<file path="src/rtl/regfile_sequencer.sv">
// regfile_sequencer: sequences operand reads and queued writebacks for a 32x32 register file.
//   RSQ_clk/RSQ_rst_n   : clock, asynchronous active-low reset
//   RSQ_instr_*         : decoded instruction in (valid/ready)
//   RSQ_wb_*            : writeback requests in (valid/ready), buffered in a WBQ_DEPTH FIFO
//   RSQ_op_*            : registered operands out (valid/ready)
//   RSQ_rf_*            : register file read/write port drive and registered read data
module regfile_sequencer #(
    parameter int WBQ_DEPTH = 2
) (
    input  logic        RSQ_clk,
    input  logic        RSQ_rst_n,
    input  logic        RSQ_instr_valid,
    input  logic [31:0] RSQ_instr,
    output logic        RSQ_instr_ready,
    input  logic        RSQ_wb_valid,
    input  logic [4:0]  RSQ_wb_addr,
    input  logic [31:0] RSQ_wb_data,
    output logic        RSQ_wb_ready,
    output logic        RSQ_op_valid,
    input  logic        RSQ_op_ready,
    output logic [31:0] RSQ_op_a,
    output logic [31:0] RSQ_op_b,
    output logic [31:0] RSQ_op_instr,
    output logic [4:0]  RSQ_rf_addr1,
    output logic [4:0]  RSQ_rf_addr2,
    output logic [4:0]  RSQ_rf_addr_wr,
    output logic        RSQ_rf_write,
    output logic [31:0] RSQ_rf_data_wr,
    input  logic [31:0] RSQ_rf_data1,
    input  logic [31:0] RSQ_rf_data2
);
    localparam int AW = $clog2(WBQ_DEPTH);

    typedef enum logic [1:0] {IDLE, CAPT, OUT} state_t;

    state_t        state, state_nx;
    logic [31:0]   instr_q;
    logic [4:0]    q_addr [WBQ_DEPTH];
    logic [31:0]   q_data [WBQ_DEPTH];
    logic [AW-1:0] wr_ptr, rd_ptr;
    logic [AW:0]   count;
    logic          full, empty, push, pop, instr_take, op_take;

    assign full  = count == (AW+1)'(WBQ_DEPTH);
    assign empty = count == '0;

    always_comb begin
        state_nx        = state;
        // Outputs are forced to their reset values while reset is held, since
        // the queue/state decode alone would otherwise advertise readiness.
        RSQ_wb_ready    = RSQ_rst_n && !full;
        // Writes win the port whenever the register file is not mid-capture.
        pop             = RSQ_rst_n && !empty && state != CAPT;
        RSQ_instr_ready = RSQ_rst_n && empty && state == IDLE;
        push            = RSQ_wb_valid && RSQ_wb_ready && RSQ_wb_addr != 5'd0;
        instr_take      = RSQ_instr_valid && RSQ_instr_ready;
        op_take         = RSQ_op_valid && RSQ_op_ready;
        RSQ_rf_write    = pop;
        RSQ_rf_addr_wr  = pop ? q_addr[rd_ptr] : 5'd0;
        RSQ_rf_data_wr  = pop ? q_data[rd_ptr] : 32'd0;
        RSQ_rf_addr1    = !RSQ_rst_n ? 5'd0 : state == IDLE ? RSQ_instr[25:21] : instr_q[25:21];
        RSQ_rf_addr2    = !RSQ_rst_n ? 5'd0 : state == IDLE ? RSQ_instr[20:16] : instr_q[20:16];
        case (state)
            IDLE:    state_nx = instr_take ? CAPT : IDLE;
            CAPT:    state_nx = OUT;
            OUT:     state_nx = op_take ? IDLE : OUT;
            default: state_nx = IDLE;
        endcase
    end

    always_ff @(posedge RSQ_clk or negedge RSQ_rst_n) begin
        if (!RSQ_rst_n) begin
            state        <= IDLE;
            instr_q      <= '0;
            RSQ_op_valid <= 1'b0;
            RSQ_op_a     <= '0;
            RSQ_op_b     <= '0;
            RSQ_op_instr <= '0;
            wr_ptr       <= '0;
            rd_ptr       <= '0;
            count        <= '0;
        end else begin
            state <= state_nx;
            if (instr_take)
                instr_q <= RSQ_instr;
            // Read data for the captured instruction is valid during CAPT only.
            if (state == CAPT) begin
                RSQ_op_a     <= RSQ_rf_data1;
                RSQ_op_b     <= RSQ_rf_data2;
                RSQ_op_instr <= instr_q;
                RSQ_op_valid <= 1'b1;
            end else if (op_take) begin
                RSQ_op_valid <= 1'b0;
            end
            if (push)
                wr_ptr <= wr_ptr + 1'b1;
            if (pop)
                rd_ptr <= rd_ptr + 1'b1;
            count <= count + (AW+1)'(push) - (AW+1)'(pop);
        end
    end

    always_ff @(posedge RSQ_clk) begin
        if (push) begin
            q_addr[wr_ptr] <= RSQ_wb_addr;
            q_data[wr_ptr] <= RSQ_wb_data;
        end
    end
endmodule

</file>
<file path="config.mk">
export PLATFORM = sky130hd
export DESIGN_NAME = regfile_sequencer
export DESIGN_NICKNAME = d
export VERILOG_FILES = /design/src/rtl/regfile_sequencer.sv
export SDC_FILE = /design/constraint.sdc
export NUM_CORES = 1
export LEC_CHECK = 0
export BUFFER_PORTS_ARGS = -buffer_cell sky130_fd_sc_hd__buf_2
export CORE_ASPECT_RATIO = 1.5
export CORE_MARGIN = 5
export CORE_UTILIZATION = 50
export CTS_CLUSTER_SIZE = 14
export DETAILED_ROUTE_END_ITERATION = 16
export GPL_TIMING_DRIVEN = 0
export HOLD_SLACK_MARGIN = 0.06
export PLACE_DENSITY = 0.8
export RECOVER_POWER = 100
export SKIP_LAST_GASP = 1
export SYNTH_ARGS = -nofsm -noshare
export SYNTH_HDL_FRONTEND = slang
export SYNTH_SLANG_ARGS = --single-unit
export TNS_END_PERCENT = 30
</file>
<file path="constraint.sdc">
create_clock -name RSQ_clk -period 5.13 [get_ports RSQ_clk]
set_clock_uncertainty 0.05 [all_clocks]
set_input_delay 0.7695 -clock RSQ_clk [delete_from_list [all_inputs] [get_ports RSQ_clk]]
set_output_delay 0.7695 -clock RSQ_clk [all_outputs]
set_load 0.005 [all_outputs]
</file>
# Yosys cells after proc, flatten, opt, wreduce, memory -nomap -nowiden

Memories as Yosys holds them, arrays and structs flattened.
Index checks and enable logic that the tools add are counted.
W data, S select, Z words.

Output and inout port bits: 147
Word-level logic and storage cells: 47
Memories kept: 2
RAM bits: 74
Register bits after elaboration: 135

Memories:

| memory | depth | bits a word | read ports | clocked after Yosys merged registers in | write ports | line | RTL |
|---|---|---|---|---|---|---|---|
| q_data | 2     | 32          | 1          | 0                                       | 1           | 39   | `logic [31:0] q_data [WBQ_DEPTH];` |
| q_addr | 2     | 5           | 1          | 0                                       | 1           | 38   | `logic [4:0] q_addr [WBQ_DEPTH];` |

Add/subtract/negate cells: 4
Multiplexer cells: 13
Eq/ne operators: 4
Reduce and logical (&&, ||, !) cells: 15

Operators with widths:

| operator              | number |
|---|---|
| $mux W32              | 1 |
| $mux W5               | 5 |
| $logic_and A1 B1 Y1   | 9 |
| $pmux W2 S3           | 1 |
| $mux W1               | 5 |
| $reduce_bool A5 Y1    | 1 |
| $eq A2 B2 Y1 const B  | 2 |
| $logic_not A2 Y1      | 2 |
| $add A1 B1 Y1 const B | 2 |
| $add A2 B1 Y2         | 1 |
| $eq A2 B1 Y1 const B  | 1 |
| $logic_not A1 Y1      | 2 |
| $mux W2               | 1 |
| $ne A2 B1 Y1 const B  | 1 |
| $reduce_bool A2 Y1    | 1 |
| $sub A2 B1 Y2         | 1 |

# Logic depth before layout (Yosys ltp)

Gate-level depths: netlist (run 1).

Word-level depth: 7
Gate-level depth with buffers: 11
Mapped depth without buffers: 8

# Worst setup path before layout (run 1)

Ideal clock, no wire load.

Path kind: in2reg
Start: input RSQ_wb_addr[1]
End: memory q_addr[1][0], enable pin
Arrival time: 3.571 ns
Required time: 4.603 ns
Slack: 1.032 ns
Buffers on the path: 0
Stages: 3
Library setup time: 0.477 ns
Path through: nor3_1 -> and2_1 -> nor3_1

Longest elaborated chain between the ends: 4

Ends and longest elaborated chain:

| element                       | line | RTL |
|---|---|---|
| from (decl)                   | 16   | `input logic [4:0] RSQ_wb_addr,` |
| $reduce_bool A5 Y1            | 55   | `push = RSQ_wb_valid && RSQ_wb_ready && RSQ_wb_addr != 5'd0;` |
| $logic_and A1 B1 Y1           | 55   |  |
| $mux W1                       | 104  | `if (push) begin` |
| $mux W1 (implied by the code) | 105  | `q_addr[wr_ptr] <= RSQ_wb_addr;` |
| to (decl)                     | 38   |  |

Every way passes these cells.

# Worst setup path after layout (run 1)

Start: input RSQ_rst_n
End: output RSQ_rf_data_wr[26]

Longest elaborated chain between the ends: 3

Ends and longest elaborated chain:

| element                          | line | RTL |
|---|---|---|
| from (decl)                      | 11   | `input logic RSQ_rst_n,` |
| $logic_and A1 B1 Y1 (2 in a row) | 53   | `pop = RSQ_rst_n && !empty && state != CAPT;` |
| $mux W32                         | 60   | `RSQ_rf_data_wr = pop ? q_data[rd_ptr] : 32'd0;` |
| to (decl)                        | 28   | `output logic [31:0] RSQ_rf_data_wr,` |

Every way passes these cells.

==> results of run 1 <==
==> cell usage after synthesis <==
cell / n
o211ai_1: 2
buf_2: 9
mux2_1: 1
a21boi_0: 10
nor3_1: 3
nand2_1: 312
or2_4: 1
and2_1: 2
buf_6: 3
nor4_4: 1
nand3b_1: 1
xnor2_1: 3
mux2_2: 31
inv_1: 4
or2b_1: 1
nor2_1: 40
nor2b_1: 1
nand4_1: 1
clkbuf_1: 19
dfrtp_1: 135
buf_4: 1
a31o_2: 1
nand2b_1: 1
mux2i_1: 37
o21ai_0: 1
buf_1: 4
nand3_1: 2
or2_2: 1
ha_1: 2
edfxtp_1: 74
==> report_power, final <==
group / switching, mW / leakage [nW] / total (mW) / internal (mW)
registers: 0.304 / 2.33 / 2.62 / 2.32
logic: 0.901 / 2.22 / 1.60 / 0.695
clock network: 0.581 / 0.304 / 1.40 / 0.821
total: 1.79 / 4.85 / 5.62 / 3.83
==> final cells by class <==
class                      count  area share (%)
timing repair buffer         289           12.77
sequential                   209           54.61
multi-input combinational    455           22.43
buffer                        36           1.379
clock inverter                 7          0.5735
inverter                       4          0.1464
tap                          206           2.513
antenna                        1         0.02440
clock buffer                  29           5.552
==> registers in the layout, summed over array words and instances (netlist names) <==
name	cells
q_data	64
RSQ_op_a	32
RSQ_op_b	32
RSQ_op_instr	32
instr_q	32
q_addr	10
count	2
state	2
RSQ_op_valid	1
rd_ptr	1
wr_ptr	1
==> logic make-up (layout without fill, tap and decap cells) <==
logic type / after synthesis / after routing / synth area share (%)
compound gates: 14 / 14 / 1.282
flops: 209 / 209 / 69.12
simple gates: 367 / 367 / 17.63
other cells: 0 / 1 / 0
xor+xnor: 3 / 3 / 0.3243
fa+ha+maj: 2 / 2 / 0.3088
buf+inv: 40 / 365 / 2.316
mux: 69 / 69 / 9.018
==> metal layers <==
layer	up-vias	share of wire, %	routed length [µm]
met3	34	7.1	1421
met5	-	0.065	13
met4	2	2.4	482
li1	2906	-	-
met1	2883	37	7371
met2	207	53	10680
==> worst paths after layout <==
check | cells past startpoint | start | slack [ps] | to
setup / recovery | 7 | RSQ_rst_n | 1550 | RSQ_rf_data_wr[26]
hold / removal | 1 | RSQ_rst_n | 150 | RSQ_op_a[25]
setup reg to reg | 4 | count[0] | 2130 | q_data[0][23]
hold reg to reg | 2 | instr_q[30] | 410 | RSQ_op_instr[30]
max in group asynchronous | 2 | RSQ_rst_n | 4080 | RSQ_op_b[11]
min in group RSQ_clk | 2 | instr_q[30] | 410 | RSQ_op_instr[30]
==> impl_metrics.py, run 1 <==
metrics = {
    "cells_and_area": {
        "register_area_um2": 5600,
        "fillers": 1388,
        "multi_input_area_um2": 2300,
        "fin_nets": 1155,
        "layout_commonest_cell": "nand2_1",
        "areaGrowthSynthToFinish_pct": 26.56,
        "utilization_pct": 63.91,
        "stdcell_count": 1236,
        "drive_above_1_share_pct": 21.48,
        "most-common-layout-cells": "nand2_1 (312), clkbuf_1 (169), buf_2 (140)",
        "final_area_um2": 10250,
    },
    "grt": {
        "first_global_vias": 6136,
        "overflow": 0,
        "grt_max_degree": 99,
        "gr-max-usage-layer": "met2",
        "grt_pass1_wl_um": 31550,
        "grtUsageTotal_pct": 20.78,
        "grt_use_met3_pct": 4.411,
        "gr-usage-met1_pct": 24.10,
        "grt.met2_usage_pct": 38.12,
        "antenna_found_initial": 2,
    },
    "setup_path": {
        "cpPeakStageDelay_ps": 440,
        "cpMostUsedCell": "clkbuf_1",
        "startpoint_type": "input port",
        "critPathRequiredTime_ps": 4310,
        "critPathSlowestCell": "buf_16",
        "path_max_fanout": 98,
        "cp.arrival_ps": 2770,
        "worst-setup-path-type": "input port to primary output",
        "cp_top_family": "buffers and inverters",
        "worst-path-buf-inv": 5,
        "endpoint_kind": "primary output",
        "cp_cell_sequence": "buf_6, buf_16, o211ai_1, clkbuf_1, clkbuf_1, nor2_1, clkbuf_1",
    },
    "clock_network": {
        "ctsHoldBuffers": 0,
        "insertion_delay_ps": 480,
        "cts_max_level": 1,
        "cts_setup_buffers": 0,
        "cts_buffer_depth": 3,
        "ctsResizeCount": 0,
        "cts_tree": "built",
        "clockRootBuffer": "clkbuf_16",
        "cts_buffers": 20,
        "cts_sinks": 209,
        "clk_pin_slew_ps": 60,
    },
    "synth": {
        "yosys_warnings": 0,
        "ys_types": 30,
        "syn_area_um2": 8103,
        "yosysSeqAreaShare_pct": 69.12,
        "syn_nets": 844,
        "synth.largest_area_cell": "dfrtp_1",
        "ys_ff_latch": 209,
        "synth_area_leaders": "dfrtp_1 (42%), edfxtp_1 (27%), nand2_1 (14%), mux2i_1 (4.6%), mux2_2 (4.3%)",
        "syn_avg_cell_area_um2": 11.51,
        "syn_inst": 704,
        "yosys.area.top_type_share_pct": 41.69,
    },
    "placed_design": {
        "place_ws_ps": 1658,
        "place_hpwl_um": 15020,
        "place_area_um2": 9882,
        "place_congestion": 0.8818,
        "dp.cells": 1199,
        "io_buffers": 284,
    },
    "routing": {
        "vias": 6032,
        "ant_nets": 0,
        "drc": 0,
        "drt-wirelength-per-cell_um": 16.15,
        "drt_wl_total_um": 19960,
        "first_pass_iters": 4,
        "drt_iter0_markers": 241,
        "via_per_inst": 4.880,
    },
    "sta": {
        "max_freq_mhz": 279.0,
        "min_period_over_period_pct": 69.88,
        "drv_slew": 33,
        "rsz0062_at_grt": "no",
        "setup_viol": 0,
        "period_needed_ps": 3585,
        "tns_ps": 0,
        "slew_headroom_pct": -19.60,
        "tightest_slew_ps": 1794,
        "hold_violations": 0,
        "hold_ws_ps": 151.1,
        "layout_setup_ws_ps": 1545,
    },
    "floorplanning": {
        "io_pins": 285,
        "die_area_um2": 18900,
        "core_area_um2": 16050,
        "die-width_um": 113.9,
        "fp.dieH_um": 165.9,
        "initial_utilization_pct": 50.50,
        "fp-row-count": 57,
    },
    "pwr": {
        "power_mw": 5.621,
        "cellLeakagePower_nw": 4.847,
        "p_per_area_nw_per_um2": 548.1,
        "peakVddDrop_mv": 0.3578,
    },
    "outcome": {
        "violations": "capacitance limit, slew limit",
        "status": "finished with violations",
    },
    "run": {
        "cap_viol_max_count": 1,
    },
    "min_path": {
        "hp-class": "input port to async pin",
    },
}
(Power assumes the default switching activity.)
==> inputs of run 2 (changes only) <==
- clock period: 5.13 -> 3.3 ns (I/O delays scaled with it)
==> run 2 against run 1 <==
Effect of this change: wire length increased by 1.9%; sequential power increased by 56%; critical path type unchanged; setup slack got worse by 1300 ps; cell count decreased by 0.24%; largest power group unchanged; highest routed layer is now met4; the flow still finishes with violations (capacitance limit, slew limit).
==> impl_metrics.py, run 2 (synthesis gave the netlist of run 1 again) <==
metrics = {
    "clock_network": {
        "clockRootBuffer": "clkbuf_16",
        "cts_tree": "built",
        "clk_pin_slew_ps": 60,
        "cts_max_level": 1,
        "cts_buffers": 20,
        "insertion_delay_ps": 490,
        "cts_buffer_depth": 3,
        "cts_sinks": 209,
    },
    "setup_path": {
        "cp_top_family": "buffers and inverters",
        "cp_cell_sequence": "dlygate4sd3_1, buf_12, o211ai_1, buf_2, buf_2, nor2_1, clkbuf_2",
        "cpPeakStageDelay_ps": 600,
        "path_depth": 7,
        "startpoint_type": "input port",
        "regToRegSetupSlack_ps": 660,
        "crit_path_start": "RSQ_rst_n",
        "cp.arrival_ps": 2480,
        "worst-setup-path-type": "input port to primary output",
        "cpMostUsedCell": "buf_2",
        "path_max_fanout": 70,
        "critPathSlowestCell": "dlygate4sd3_1",
        "crit_path_end": "RSQ_rf_data_wr[26]",
        "worst-path-buf-inv": 5,
        "reg2reg_to": "count[1]",
        "reg2reg_depth": 11,
        "critPathRequiredTime_ps": 2750,
        "r2r_start": "state[1]",
        "endpoint_kind": "primary output",
    },
    "floorplanning": {
        "io_pins": 285,
        "die_area_um2": 18900,
        "fp-row-count": 57,
        "fp.dieH_um": 165.9,
        "die-width_um": 113.9,
        "core_area_um2": 16050,
        "initial_utilization_pct": 50.50,
    },
    "cells_and_area": {
        "areaGrowthSynthToFinish_pct": 27.07,
        "fin_nets": 1154,
        "largest-register": "q_data",
        "stdcell_count": 1233,
        "most-common-layout-cells": "nand2_1 (312), clkbuf_1 (165), buf_2 (146)",
        "layout_commonest_cell": "nand2_1",
        "largest_register_ffs": 64,
        "drive_above_1_share_pct": 21.54,
    },
    "sta": {
        "drv_slew": 16,
        "hold_violations": 0,
        "max_freq_mhz": 330.1,
        "setup_viol": 0,
        "period_needed_ps": 3030,
        "tns_ps": 0,
        "min_period_over_period_pct": 91.80,
        "slew_headroom_pct": -2.680,
        "rsz0062_at_grt": "no",
        "tightest_slew_ps": 1535,
    },
    "pwr": {
        "power.share.combinational_pct": 28.9,
        "peakVddDrop_mv": 0.6020,
        "cellLeakagePower_nw": 4.860,
        "switching_share_pct": 31.97,
        "p_clk_share_pct": 24.4,
        "p_sw_mw": 2.794,
        "intPower_mw": 5.946,
        "p_per_area_nw_per_um2": 848.8,
        "p_seq_share_pct": 46.6,
    },
    "placed_design": {
        "dp.cells": 1197,
        "io_buffers": 284,
        "place_congestion": 0.9053,
        "place_hpwl_um": 15020,
    },
    "grt": {
        "grt_pass1_wl_um": 32170,
        "overflow": 0,
        "grtUsageTotal_pct": 21.22,
        "first_global_vias": 6184,
        "antenna_found_initial": 1,
        "grt_max_degree": 75,
    },
    "routing": {
        "drt-wirelength-per-cell_um": 16.49,
        "drc": 0,
        "drt_iter0_markers": 262,
        "via_per_inst": 4.901,
        "drt_wl_total_um": 20340,
        "first_pass_iters": 5,
        "ant_nets": 0,
        "vias": 6043,
    },
    "outcome": {
        "violations": "capacitance limit, slew limit",
        "status": "finished with violations",
    },
    "min_path": {
        "hp-class": "input port to register",
    },
    "run": {
        "cap_viol_max_count": 1,
    },
}
[run 2: cell types whose count changed in the layout (fill, tap and decap cells not counted), sizes merged]
cell	delta
clkinv	-1
clkbuf	-11
buf	+9
dlygate4sd3	+1
clkinvlp	-1
[run 2: power by group through the flow]
stage / Combinational, mW / Clock [mW] / Sequential [mW]
after floorplan: 1.37 / 0 / 4.10
after global placement: 2.60 / 0 / 4.06
after detailed placement: 2.72 / 0 / 4.09
after CTS: 2.73 / 2.18 / 4.06
after global routing: 2.83 / 2.30 / 4.19
final: 2.53 / 2.13 / 4.08
[run 2: stage by stage]
stage	instance area, µm²	utilization (%)	power (mW)	hold slack, ps	worst slack [ps]
6_report	10300	64.16	8.739	143.9	270.5
3_5_place_dp	9877	61.55	6.807	398.1	397.9
4_1_cts	10490	65.36	8.969	126.9	83.98
2_1_floorplan	8108	-	5.472	149.4	512.4
3_3_place_gp	9787	60.99	6.659	390.1	-2868
5_1_grt	10300	64.16	9.324	130.3	117.5
[run 2: routing by layer]
metal / up-vias / global-route usage, % / part of all wire [%]
li1: 2900 / - / -
met1: 2890 / 25.02 / 37
met2: 205 / 37.51 / 52
met3: 48 / 4.448 / 6.9
met4: 0 / 8.165 / 3.6
met5: - / 0 / 0
[run 2: area by class of cell]
class	instances	area, µm²
fillers	1346	5751
clock inverters	5	46.29
diodes	1	2.502
flip-flops and latches	209	5600
inverters	4	15.01
well taps	206	257.7
repair buffers	288	1351
plain buffers	36	147.6
multi-input cells	455	2320
clock buffers	29	555.5
[run 2: how the worst min path moves through the flow]
stage | from | end | slack (ps) | cells after the start
finish | RSQ_rf_data2[9] | RSQ_op_b[9] | 140 | 3
detailed placement | instr_q[30] | RSQ_op_instr[30] | 400 | 2
global route | RSQ_wb_data[31] | q_data[1][31] | 130 | 1
global placement | instr_q[5] | RSQ_op_instr[5] | 390 | 2
floorplan | RSQ_rst_n | RSQ_op_a[0] | 150 | 0
CTS | RSQ_rf_data2[9] | RSQ_op_b[9] | 130 | 3
[run 2: worst reg2reg max path, stage by stage (launching register included)]
cell	delay, ps
dfrtp_1	420
or2b_1	230
buf_2	200
o211ai_1	190
buf_2	290
buf_2	260
inv_1	110
ha_1	280
inv_1	40
ha_1	180
xnor2_1	190
xnor2_1	140
[run 2: timing repair]
| item | in CTS | in global routing |
|---|---|---|
| setup endpoints to repair | 0 | 11 |
| hold buffers | 1 | 0 |
| setup buffers | 0 | 0 |
| endpoints found under the hold margin | 64 | 0 |
| gates resized for setup | 0 | 3 |
==> inputs of run 3 (changes only) <==
- clock period: 3.3 -> 2.8 ns (I/O delays scaled with it)
==> run 3 against run 2 <==
Effect of this change: the run still ends with capacitance limit, slew limit left; sequential share of layout area decreased by 0.88 points; register-to-register slack lost 470 ps; die area stayed put; highest routed layer unchanged.
==> impl_metrics.py, run 3 (synthesis gave the netlist of run 1 again) <==
metrics = {
    "setup_path": {
        "critPathRequiredTime_ps": 2930,
        "endpoint_kind": "register",
        "cp_cell_sequence": "dlygate4sd3_1, clkbuf_2, nand4_1, nor2_1, buf_16",
        "reg2reg_depth": 4,
        "worst-setup-path-type": "input port to register",
        "r2r_start": "count[0]",
        "reg2reg_to": "q_data[0][26]",
        "startpoint_type": "input port",
        "path_max_fanout": 22,
        "critPathSlowestCell": "nor2_1",
        "regToRegSetupSlack_ps": 190,
        "cp.arrival_ps": 2870,
        "cpPeakStageDelay_ps": 1180,
        "cp_top_family": "simple AND/OR/NAND/NOR gates",
        "worst-path-buf-inv": 3,
    },
    "grt": {
        "antenna_found_initial": 1,
        "grt_max_degree": 75,
        "grtUsageTotal_pct": 21.66,
        "overflow": 0,
        "first_global_vias": 6333,
        "grt_pass1_wl_um": 32790,
    },
    "clock_network": {
        "cts_sinks": 209,
        "cts_buffer_depth": 3,
        "cts_buffers": 20,
        "cts_tree": "built",
        "clockRootBuffer": "clkbuf_16",
        "clk_pin_slew_ps": 60,
        "insertion_delay_ps": 480,
        "cts_max_level": 1,
    },
    "routing": {
        "first_pass_iters": 5,
        "drt-wirelength-per-cell_um": 16.63,
        "vias": 6131,
        "drt_iter0_markers": 275,
        "drt_wl_total_um": 20800,
        "via_per_inst": 4.901,
        "drc": 0,
        "ant_nets": 0,
    },
    "min_path": {
        "holdPathEnd": "RSQ_op_b[7]",
        "hp-class": "input port to register",
        "min_path_cells": 3,
        "min_from": "RSQ_rf_data2[7]",
    },
    "placed_design": {
        "dp.cells": 1197,
        "place_congestion": 0.9053,
        "place_hpwl_um": 15020,
        "io_buffers": 284,
    },
    "pwr": {
        "cellLeakagePower_nw": 4.976,
        "peakVddDrop_mv": 0.7188,
        "p_clk_share_pct": 24.3,
        "intPower_mw": 7.035,
        "p_per_area_nw_per_um2": 989.1,
        "p_sw_mw": 3.317,
        "p_seq_share_pct": 46.4,
        "switching_share_pct": 32.04,
        "power.share.combinational_pct": 29.2,
        "power_mw": 10.35,
    },
    "sta": {
        "period_needed_ps": 2735,
        "slew_headroom_pct": -10.61,
        "max_freq_mhz": 365.6,
        "hold_ws_ps": 74.07,
        "hold_violations": 0,
        "tightest_slew_ps": 1659,
        "drv_slew": 81,
        "min_period_over_period_pct": 97.68,
        "setup_viol": 0,
        "rsz0062_at_grt": "yes",
    },
    "run": {
        "cap_viol_max_count": 2,
    },
    "floorplanning": {
        "core_area_um2": 16050,
        "die_area_um2": 18900,
        "die-width_um": 113.9,
        "fp.dieH_um": 165.9,
        "io_pins": 285,
        "fp-row-count": 57,
        "initial_utilization_pct": 50.50,
    },
    "cells_and_area": {
        "areaGrowthSynthToFinish_pct": 29.15,
        "utilization_pct": 65.22,
        "layout_commonest_cell": "nand2_1",
        "largest_register_ffs": 64,
        "fin_nets": 1172,
        "drive_above_1_share_pct": 22.61,
        "largest-register": "q_data",
        "stdcell_count": 1251,
        "most-common-layout-cells": "nand2_1 (312), buf_2 (162), clkbuf_1 (151)",
    },
    "outcome": {
        "violations": "capacitance limit, slew limit",
        "status": "finished with violations",
    },
}
[run 3: per-layer routing]
metal  routed length [µm]  vias up  track usage [%]
met5                    0        -                0
met4                  835        0            8.786
met3                 1450       59            4.557
met2                10860      219            38.50
met1                 7655     2918            25.09
li1                     -     2935                -
[run 3: how the worst max path moves through the flow]
stage | startpoint | endpoint | slack [ps] | depth (start not counted)
finish | RSQ_rst_n | q_data[0][26] | 60 | 5
global route | state[1] | RSQ_rf_data_wr[7] | -30 | 6
CTS | state[1] | RSQ_rf_data_wr[7] | 40 | 6
detailed placement | RSQ_rst_n | instr_q[13] | -30 | 6
global placement | RSQ_rst_n | q_data[0][17] | -3290 | 3
floorplan | count[0] | q_addr[0][0] | 40 | 3
[run 3: worst min-delay path, delay by kind of cell]
| kind | cells | cell delay (ps) |
|---|---|---|
| buf+inv | 1 | 70 |
| simple gates | 2 | 90 |
[run 3: timing repair]
item / CTS / global route
pin swaps: 0 / 0
hold endpoints to repair: 81 / 2
resized for setup: 1 / 2
hold buffers: 17 / 1
gates cloned: 0 / 0
setup endpoints to repair: 1 / 29
buffers inserted: 0 / 1
[run 3: area by class of cell]
cell class                 count  area, µm²
antenna                        1      2.502
buffer                        36      151.4
clock inverter                 5      46.29
fill                        1319       5582
timing repair buffer         306       1510
multi-input combinational    455       2326
sequential                   209       5600
tap                          206      257.7
clock buffer                  29      555.5
inverter                       4      15.01
[run 3: stage by stage]
step	worst slack, ps	TNS [ps]	area [µm²]
after floorplan	37.84	0	8108
after global placement	-3293	-478010	9787
after detailed placement	-27.09	-193.9	9877
after CTS	40.86	0	10670
after global routing	-32.14	-366.5	10470
final	64.85	0	10470
[run 3: power by group through the flow]
stage | clock network [mW] | registers (mW) | logic, mW
2_1_floorplan | 0 | 4.83 | 1.62
3_3_place_gp | 0 | 4.78 | 3.06
3_5_place_dp | 0 | 4.82 | 3.20
4_1_cts | 2.57 | 4.78 | 3.25
5_1_grt | 2.71 | 4.95 | 3.38
6_report | 2.52 | 4.81 | 3.03
